File: src/rtl/alu_unit.sv
// Registered integer ALU for the execute stage.
// One-cycle latency, one operation per cycle, flags registered with the result.
module alu_unit #(
  parameter int WIDTH = 32
) (
  input  logic             clk,
  input  logic             rst_n,
  input  logic             in_valid,
  input  logic [WIDTH-1:0] a,
  input  logic [WIDTH-1:0] b,
  input  logic [3:0]       alu_op,
  output logic [WIDTH-1:0] result,
  output logic             zero,
  output logic             negative,
  output logic             overflow,
  output logic             out_valid
);

  localparam int SW = $clog2(WIDTH);

  typedef enum logic [3:0] {
    OP_ADD  = 4'h0,
    OP_SUB  = 4'h1,
    OP_AND  = 4'h2,
    OP_OR   = 4'h3,
    OP_XOR  = 4'h4,
    OP_SLT  = 4'h5,
    OP_SLL  = 4'h6,
    OP_SRL  = 4'h7,
    OP_SRA  = 4'h8,
    OP_SLTU = 4'h9
  } op_e;

  logic [WIDTH-1:0] sum;
  logic [WIDTH-1:0] diff;
  logic [SW-1:0]    shamt;
  logic [WIDTH-1:0] r;
  logic             ov;
  logic             lt_s;
  logic             lt_u;

  assign sum   = a + b;
  assign diff  = a - b;
  assign shamt = b[SW-1:0];
  assign lt_s  = $signed(a) < $signed(b);
  assign lt_u  = a < b;

  always_comb begin
    r  = '0;
    ov = 1'b0;
    case (alu_op)
      OP_ADD: begin
        r  = sum;
        ov = (a[WIDTH-1] == b[WIDTH-1]) &&
             (sum[WIDTH-1] != a[WIDTH-1]);
      end
      OP_SUB: begin
        r  = diff;
        ov = (a[WIDTH-1] != b[WIDTH-1]) &&
             (diff[WIDTH-1] != a[WIDTH-1]);
      end
      OP_AND:  r = a & b;
      OP_OR:   r = a | b;
      OP_XOR:  r = a ^ b;
      OP_SLT:  r = {{(WIDTH-1){1'b0}}, lt_s};
      OP_SLL:  r = a << shamt;
      OP_SRL:  r = a >> shamt;
      OP_SRA:  r = $unsigned($signed(a) >>> shamt);
      OP_SLTU: r = {{(WIDTH-1){1'b0}}, lt_u};
      default: begin
        r  = '0;
        ov = 1'b0;
      end
    endcase
  end

  // Data and flags hold when idle; only out_valid tracks in_valid.
  always_ff @(posedge clk or negedge rst_n) begin
    if (!rst_n) begin
      result    <= '0;
      zero      <= 1'b1;
      negative  <= 1'b0;
      overflow  <= 1'b0;
      out_valid <= 1'b0;
    end else begin
      out_valid <= in_valid;
      if (in_valid) begin
        result   <= r;
        zero     <= (r == '0);
        negative <= r[WIDTH-1];
        overflow <= ov;
      end
    end
  end

endmodule

File: config.mk
export PLATFORM = sky130hd
export DESIGN_NAME = alu_unit
export DESIGN_NICKNAME = d
export VERILOG_FILES = /design/src/rtl/alu_unit.sv
export SDC_FILE = /design/constraint.sdc
export NUM_CORES = 1
export LEC_CHECK = 0
export ABC_AREA = 1
export CAP_MARGIN = 25
export CORE_MARGIN = 1.5
export CORE_UTILIZATION = 65
export CTS_CLUSTER_SIZE = 30
export DETAILED_ROUTE_END_ITERATION = 12
export DONT_BUFFER_PORTS = 1
export GPL_ROUTABILITY_DRIVEN = 0
export PLACE_DENSITY = 0.89
export SYNTH_ARGS = -nofsm -noshare
export SYNTH_HDL_FRONTEND = slang
export SYNTH_SLANG_ARGS = --single-unit
export TNS_END_PERCENT = 10
File: constraint.sdc
create_clock -name clk -period 0.8 [get_ports clk]
set_input_delay 0.12 -clock clk [delete_from_list [all_inputs] [get_ports clk]]
set_output_delay 0.12 -clock clk [all_outputs]
set_load 0.05 [all_outputs]
==> results of run 1 <==
[logic make-up after synthesis]
| kind of cell | Yosys count | synth area share |
|---|---|---|
| AO/OA/AOI/OAI | 201 | 0.09150 |
| XOR/XNOR | 2 | 0.001459 |
| adder cells (fa/ha/maj) | 99 | 0.1044 |
| buffers and inverters | 452 | 0.1644 |
| flip-flops | 35 | 0.07305 |
| AND/OR/NAND/NOR | 1564 | 0.5651 |
[synth_stat cells (3+ instances only)]
cell type,count
a21oi_1,89
nor3_2,6
and2_1,3
dfrtp_1,34
o21bai_1,6
a211oi_1,3
nand2_1,852
o211ai_1,4
o21ai_1,12
nor3_1,17
o22ai_1,20
nand2_2,20
nor2_1,185
nand2_4,11
o2111ai_1,3
a31oi_1,5
ha_1,97
buf_4,15
clkbuf_1,23
or2_2,3
nand3_1,410
inv_2,12
o21ai_0,54
nor2_2,14
buf_1,4
buf_2,42
nand3_2,11
nand4_1,27
buf_8,3
buf_6,14
inv_1,334
[layer usage]
layer / GRT usage / overflow
met5: 0.6115 / 3
met4: 1.010 / 213
met3: 0.8287 / 21
met2: 1.110 / 547
met1: 0.9008 / 27
[through the flow]
step	setup TNS [ns]	instance area [sq um]
after floorplan	-35.96	12110
after CTS	-37.10	16530
after global placement	-43.76	15120
after detailed placement	-48.91	15120
[timing repair]
action	in CTS
gates resized for setup	291
pin swaps	52
setup buffers	16
cloned	1
endpoints found under the hold margin	41
endpoints found under the setup margin	70
==> impl_metrics.json, run 1 <==
{
  "yosys.area.top_type_share": 0.2664,
  "num_rows": 49,
  "clock_path_buffers": 2,
  "error": "[ERROR GRT-0116] Global routing finished with congestion. Check the congestion regions in the DRC Viewer.",
  "yosys-top-cells-area": "nand2_1 (27%), nand3_1 (17%), inv_1 (10%), ha_1 (10%), dfrtp_1 (7.1%)",
  "synth_edf_count": 0,
  "yosysSeqAreaShare": 0.07305,
  "postSynthAreaPerCell_sq_um": 5.103,
  "grt_pass1_vias": 24960,
  "cts_made_buffers": 5,
  "pin_count": 107,
  "synth_cells": 2353,
  "htreeDepth": 2,
  "clock-sinks": 35,
  "synthArstFlopShare": 1.000,
  "dominantRegCellSynth": "dfrtp_1",
  "grt_pass1_wl_mm": 146.5,
  "synth_seq_cells": 35,
  "root_buffer": "clkbuf_16",
  "yosysWarnings": 0,
  "dieHeight_microns": 138.9,
  "die_x_microns": 138.9,
  "lastStage": "global routing (5_1_grt)",
  "netlist_area_sq_um": 12010,
  "grt_usage": 0.9504,
  "port_buffers": 0,
  "synthDistinctLibCells": 45,
  "hpwl_mm": 48.86,
  "place_ws_ns": -1.954,
  "dp_cells": 2909,
  "syn_nets": 2523,
  "grt_max_degree": 67,
  "status": "stopped before the end",
  "overflow": 811,
  "start_util": 0.6661,
  "synth_top_area_cell": "nand2_1"
}
==> run 2: changes to the inputs <==
--- a/config.mk
+++ b/config.mk
@@ -8,12 +8,11 @@
 export ABC_AREA = 1
 export CAP_MARGIN = 25
 export CORE_MARGIN = 1.5
-export CORE_UTILIZATION = 65
-export CTS_CLUSTER_SIZE = 30
+export CORE_UTILIZATION = 40
 export DETAILED_ROUTE_END_ITERATION = 12
 export DONT_BUFFER_PORTS = 1
 export GPL_ROUTABILITY_DRIVEN = 0
-export PLACE_DENSITY = 0.89
+export PLACE_DENSITY_LB_ADDON = 0.15
 export SYNTH_ARGS = -nofsm -noshare
 export SYNTH_HDL_FRONTEND = slang
 export SYNTH_SLANG_ARGS = --single-unit
==> run 2 against run 1 <==
Synthesized cell count unchanged. The flow now finishes, with violations (negative hold slack, negative setup slack). Area after synthesis unchanged.
==> impl_metrics.json, run 2 <==
{
  "status": "finished with violations",
  "violations": "negative hold slack, negative setup slack",
  "setup_violations": 70,
  "clk_pin_slew_ns": 0.06,
  "yosysWarnings": 0,
  "detail_route.iter0.violations": 2286,
  "startpoint_type": "primary input",
  "layout_commonest_cell": "nand2_1",
  "r2r_slack_ns": 0.04,
  "synthDistinctLibCells": 45,
  "fin_area_sq_um": 18620,
  "die_area_sq_um": 31060,
  "yosysSeqAreaShare": 0.07305,
  "start_util": 0.4062,
  "multi_input_area_sq_um": 11060,
  "htreeDepth": 2,
  "tns_ns": -39.69,
  "instances_no_fill": 3213,
  "dieHeight_microns": 176.3,
  "powerDensity_nw_per_um2": 960.6,
  "muxShareOfSynthArea": 0,
  "worst_slew_pin_slew_ns": 0.5742,
  "clk_latency_ns": 0.28,
  "cts_tree": "done",
  "core_sq_um": 29560,
  "synthArstFlopShare": 1.000,
  "reg2reg_from": "zero$_DFFE_PN1P_",
  "synth_most_common_cell": "nand2_1",
  "routedWlPerCell_microns": 18.81,
  "clock-sinks": 35,
  "final_antenna_net_count": 0,
  "synth_fa_ha_area_frac": 0.1044,
  "relSlewSlack": 0.6168,
  "syn_nets": 2523,
  "viasPerCell": 5.566,
  "finalHoldViolCount": 41,
  "crit_path_max_fanout": 5,
  "cap_violations": 0,
  "mostFrequentLayoutCells": "nand2_1 (712), buf_4 (494), nand3_1 (365)",
  "hold_path_class": "in -> async",
  "netlist_area_sq_um": 12010,
  "finalMaxSlewViolations": 0,
  "grt_antenna_before_repair": 1,
  "worstSetupPathType": "in -> reg",
  "grt_pass1_wl_mm": 89.27,
  "drc": 0,
  "skew_ns": 0,
  "synth_commonest_cells": "nand2_1 (852), nand3_1 (410), inv_1 (334)",
  "fin_crit_sh": 2.660,
  "root_buffer": "clkbuf_16",
  "grt_usage": 0.3713,
  "nFillCells": 2771,
  "synth_top_area_cell": "nand2_1",
  "worst_slack_ns": -1.328,
  "min_period_ns": 2.128,
  "dp_cells": 3160,
  "reg2reg_to": "zero$_DFFE_PN1P_",
  "place_area_sq_um": 15940,
  "dominantRegCellSynth": "dfrtp_1",
  "port_buffers": 0,
  "irDropWorstVdd_v": 0.0008413,
  "end_kind": "register",
  "leakagePower_nw": 10.22,
  "yosys-top-cells-area": "nand2_1 (27%), nand3_1 (17%), inv_1 (10%), ha_1 (10%), dfrtp_1 (7.1%)",
  "synth_xor_area_frac": 0.001459,
  "grt_pass1_vias": 16150,
  "synth_top_family_by_area": "simple AND/OR/NAND/NOR gates",
  "pin_count": 107,
  "drive_gt1_frac": 0.3767,
  "hold_ws_ns": -0.4731,
  "wirelength_mm": 60.43,
  "final_nets": 2991,
  "top_register": "result",
  "syn2layout_area_growth_pct": 55.06,
  "synth_edf_count": 0,
  "critPathArrivalTime_ns": 2.36,
  "crit_required_ns": 1.03,
  "synth_compound_area_frac": 0.09150,
  "hpwl_mm": 48.43,
  "cts_made_buffers": 5,
  "synth_seq_cells": 35,
  "die_x_microns": 176.3,
  "largest_register_ffs": 32,
  "route.vias.total": 17880,
  "clock_path_buffers": 2,
  "grt_max_degree": 67,
  "postSynthAreaPerCell_sq_um": 5.103,
  "fmax_mhz": 470.0,
  "firstDrtPassIters": 8,
  "rsz0062_at_grt": "yes",
  "yosys.area.top_type_share": 0.2664,
  "seqCellArea_sq_um": 877.1,
  "synth_cells": 2353,
  "num_rows": 63,
  "r2r_cells": 2,
  "overflow": 0,
  "synth-simple-area-share": 0.5651
}
-- run 2: area by class of cell --
class,count,share of cell area
antenna,1,0.0001344
clock buffer,5,0.006720
clock inverter,3,0.003629
inverter,348,0.07332
multi-input combinational,1866,0.5943
sequential,35,0.04711
tap,390,0.02621
timing repair buffer,565,0.2486
-- run 2: worst max path at each step --
stage          slack (ns)  cells past startpoint   from          endpoint
3_3_place_gp        -2.13                     18  b[18]  zero$_DFFE_PN1P_
6_report            -1.33                     18  a[18]  zero$_DFFE_PN1P_
3_5_place_dp        -2.06                     17   b[0]  zero$_DFFE_PN1P_
5_1_grt             -1.40                     21  b[20]  zero$_DFFE_PN1P_
4_1_cts             -1.21                     20  b[15]  zero$_DFFE_PN1P_
2_1_floorplan       -1.36                     23   b[2]  zero$_DFFE_PN1P_
-- run 2: critical path: stages --
cell     delay (ns)
inv_1          0.08
ha_4           0.23
buf_4          0.18
nand2_8        0.08
inv_1          0.08
a21oi_2        0.22
nor2_1         0.08
nor2_2         0.22
nand4_1        0.16
nand3_2        0.10
nand2_2        0.07
nor2_4         0.12
nand2_2        0.07
nor2_2         0.11
nand2_1        0.07
nor2_2         0.19
nand3_1        0.10
nand2_1        0.06
-- run 2: what timing repair did --
action,in CTS,in global routing
buffers inserted,35,15
resized for setup,359,239
pin swaps,85,117
setup endpoints to repair,70,70
hold endpoints to repair,41,41
gates cloned,0,0
-- run 2: logic make-up after synthesis --
family                     count (synthesis)
buffers and inverters                    452
AOI/OAI and AO/OA                        201
adders and majority gates                 99
DFF                                       35
xor gates and xnor gates                   2
and+or+nand+nor                         1564
-- run 2: where the power goes --
part           switching, W  leakage (nW)  internal, W
clock network      0.000731        0.0900      0.00178
registers          0.000173         0.453      0.00199
logic               0.00770          9.67      0.00551
total               0.00860          10.2      0.00928
-- run 2: stage by stage --
stage          power, W    util  setup slack, ns  hold WS, ns
6_report        0.01788  0.6298           -1.328      -0.4731
3_3_place_gp    0.01254  0.5393           -2.132      -0.1750
4_1_cts         0.01660  0.6009           -1.215      -0.4757
5_1_grt         0.01879  0.6298           -1.397      -0.4804
2_1_floorplan  0.008166       -           -1.363      -0.1756
3_5_place_dp    0.01262  0.5393           -2.060      -0.1749
-- run 2: routing by layer --
layer	track usage	wire length, microns
met1	0.5049	24480
met2	0.5385	24510
met3	0.06632	6999
met4	0.2325	4438
met5	0	0
Power figures use the tool's default switching activity.
==> variant: new RTL, config.mk and constraints of run 2 <==
Change the parameter `WIDTH` from 32 to 16.
--- a/src/rtl/alu_unit.sv
+++ b/src/rtl/alu_unit.sv
@@ -1,7 +1,7 @@
 // Registered integer ALU for the execute stage.
 // One-cycle latency, one operation per cycle, flags registered with the result.
 module alu_unit #(
-  parameter int WIDTH = 32
+  parameter int WIDTH = 16
 ) (
   input  logic             clk,
   input  logic             rst_n,
Ports: changed (resized a, b and result); port bits go from 107 to 59. No check against the original RTL was run, so the function may have changed too.
==> variant against run 2 <==
- the flow finishes with violations (negative setup slack)
- sequential cell count shrank 16
- final cell count fell by 61%
- global-route usage shrank 3.9 points
- via count is 61% lower
- synthesized cell count is 60% lower
- core utilization is 3.4 points lower
- synthesized area down 58%
- setup slack improved by 0.47 ns
- power is 60% lower
- count of clock-buffer cells in the layout is 1 lower
- wire length shrank 64%
- clock power is 59% lower
- design area is 61% lower
==> variant: results (changes against run 2) <==
Peak VDD IR: 0.762 mV (-9.4%)
Async SR Flop Fraction: 100% (unchanged)
Cell count of the worst hold path: 2
LEAKAGE: 3.87 nW (-62%)
Worst setup margin: -0.862 ns (+0.466 ns)
Critical Path AT: 1.86 ns (-0.50 ns)
Post-Route WL: 21.8 mm (-64%)
Vias in the first global route: 6494 (-60%)
Hold Path Class: input pin to flip-flop
Vias per inst: 5.48 (-1.6%)
Register area share after synthesis: 9.44% (+2.1 points)
Violated checks: negative setup slack
First-pass GRT wire length: 34.1 mm (-62%)
TritonCTS Buffers: 3 (-2)
Syn Nets: 1030 (-59%)
Antenna violations before repair: 0 (-1)
Final nets: 1181 (-61%)
Main area contributors after synthesis: nand2_1 23%, nand3_1 14%, ha_1 12%
Largest register FFs: 16 (-50%)
Layout cell share with drive strength beyond 1: 30.5% (-7.2 points)
Fill cells: 1211 (-56%)
CP max FO: 30 (+25)
Slew @ Worst Pin: 0.862 ns (+0.288 ns)
Clk slew on worst S/H paths: 0.05 ns
Post-synth top cells: 313 x nand2_1, 138 x nand3_1, 104 x nor2_1
Synth cell types: 42 (-6.7%)
Max Clock Skew: 0 ns (unchanged)
DPL Wire Length: 17.7 mm (-64%)
Clk_lat worst skew: 0.25 ns (-0.03 ns)
Reg with most FFs: result
GRT Total Usage: 33.2% (-3.9 points)
Status: complete, but fails checks
Worst R2R Path Depth: 2 (unchanged)
DR pass1 iterations: 6 (-2)
First DRT Iteration DRCs: 802 (-65%)
Final setup vio count: 38 (-46%)
Dominant synthesized flop cell: dfrtp_1
Largest net degree at the start of global routing: 34 (-49%)
Clock buffer depth: 2 (unchanged)
CTS H-tree lvls: 1 (-1)
Synth warn: 0 (unchanged)
ANT cells: 0 (-1)
Port Buffers: 0 (unchanged)
Root buf cell: clkbuf_16
-- variant: cell families (layout without fill, tap and decap cells) --
family	count (synthesis)	count (layout)	share of synthesized area, %
adder cells (fa/ha/maj)	52	52	13.2
flip-flops	19	19	9.44
AND/OR/NAND/NOR	606	606	51.5
XOR/XNOR	3	3	0.521
buffers and inverters	145	295	12.7
AO/OA/AOI/OAI	114	114	12.7
-- variant: report_power, final --
part,total (mW),switching [mW],leakage [nW],internal (mW)
Clock,1.03,0.352,0.0382,0.678
Sequential,1.19,0.109,0.237,1.08
Combinational,4.88,2.82,3.59,2.06
-- variant: path summary, 6_finish.rpt --
path / startpoint / to / slack [ns]
max reg2reg: zero / zero / 0.06
min: in_valid / result[6] / 0.03
min in group asynchronous: rst_n / result[13] / 0.05
max: b[2] / zero / -0.86
max in group asynchronous: rst_n / result[4] / 0.22
min reg2reg: result[14] / result[14] / 0.50
-- variant: metrics by stage --
stage | instance area, µm² | total power [mW] | std cells | setup TNS, ns | worst slack (ns)
after global routing | 7240 | 7.52 | 1257 | -17.99 | -1.04
after detailed placement | 6530 | 5.40 | 1247 | -20.09 | -1.27
after CTS | 7100 | 6.86 | 1257 | -19.55 | -0.832
after global placement | 6530 | 5.38 | 1247 | -19.85 | -1.29
after floorplan | 5090 | 3.72 | 939 | -15.66 | -1.06
final | 7240 | 7.10 | 1257 | -15.73 | -0.862
-- variant: critical path, stage by stage --
cell,delay [ns]
clkinvlp_4,0.10
buf_12,0.18
ha_2,0.23
buf_4,0.14
o21ai_0,0.16
nand2_1,0.07
nand2_1,0.07
nand4_1,0.08
nand3_1,0.11
nand2_1,0.10
nor2_2,0.14
nand3_1,0.10
nor2_2,0.11
nand3_1,0.06
nand2_1,0.06
-- variant: repair_timing --
action	in CTS	in global routing
hold buffers	2	0
pin swaps	44	29
setup buffers	4	0
gates resized for setup	111	41
hold endpoints to repair	31	0
endpoints found under the setup margin	38	58
-- variant: cell type report --
type / count / area, µm² / area share (%)
multi-input cells: 775 / 4460 / 61.6
repair buffers: 182 / 1590 / 22.0
flip-flops and latches: 19 / 477 / 6.58
inverters: 109 / 423 / 5.84
well taps: 168 / 210 / 2.90
clock buffers: 4 / 78.8 / 1.09
-- variant: metal layers --
| metal | global-route usage [%] | wire length (µm) | vias up |
|---|---|---|---|
| met5 | 0 | 0 | - |
| met4 | 12.7 | 902 | 0 |
| met3 | 6.43 | 2500 | 63 |
| met2 | 49.7 | 9200 | 408 |
| met1 | 46.9 | 9220 | 3085 |
| li1 | - | - | 3330 |
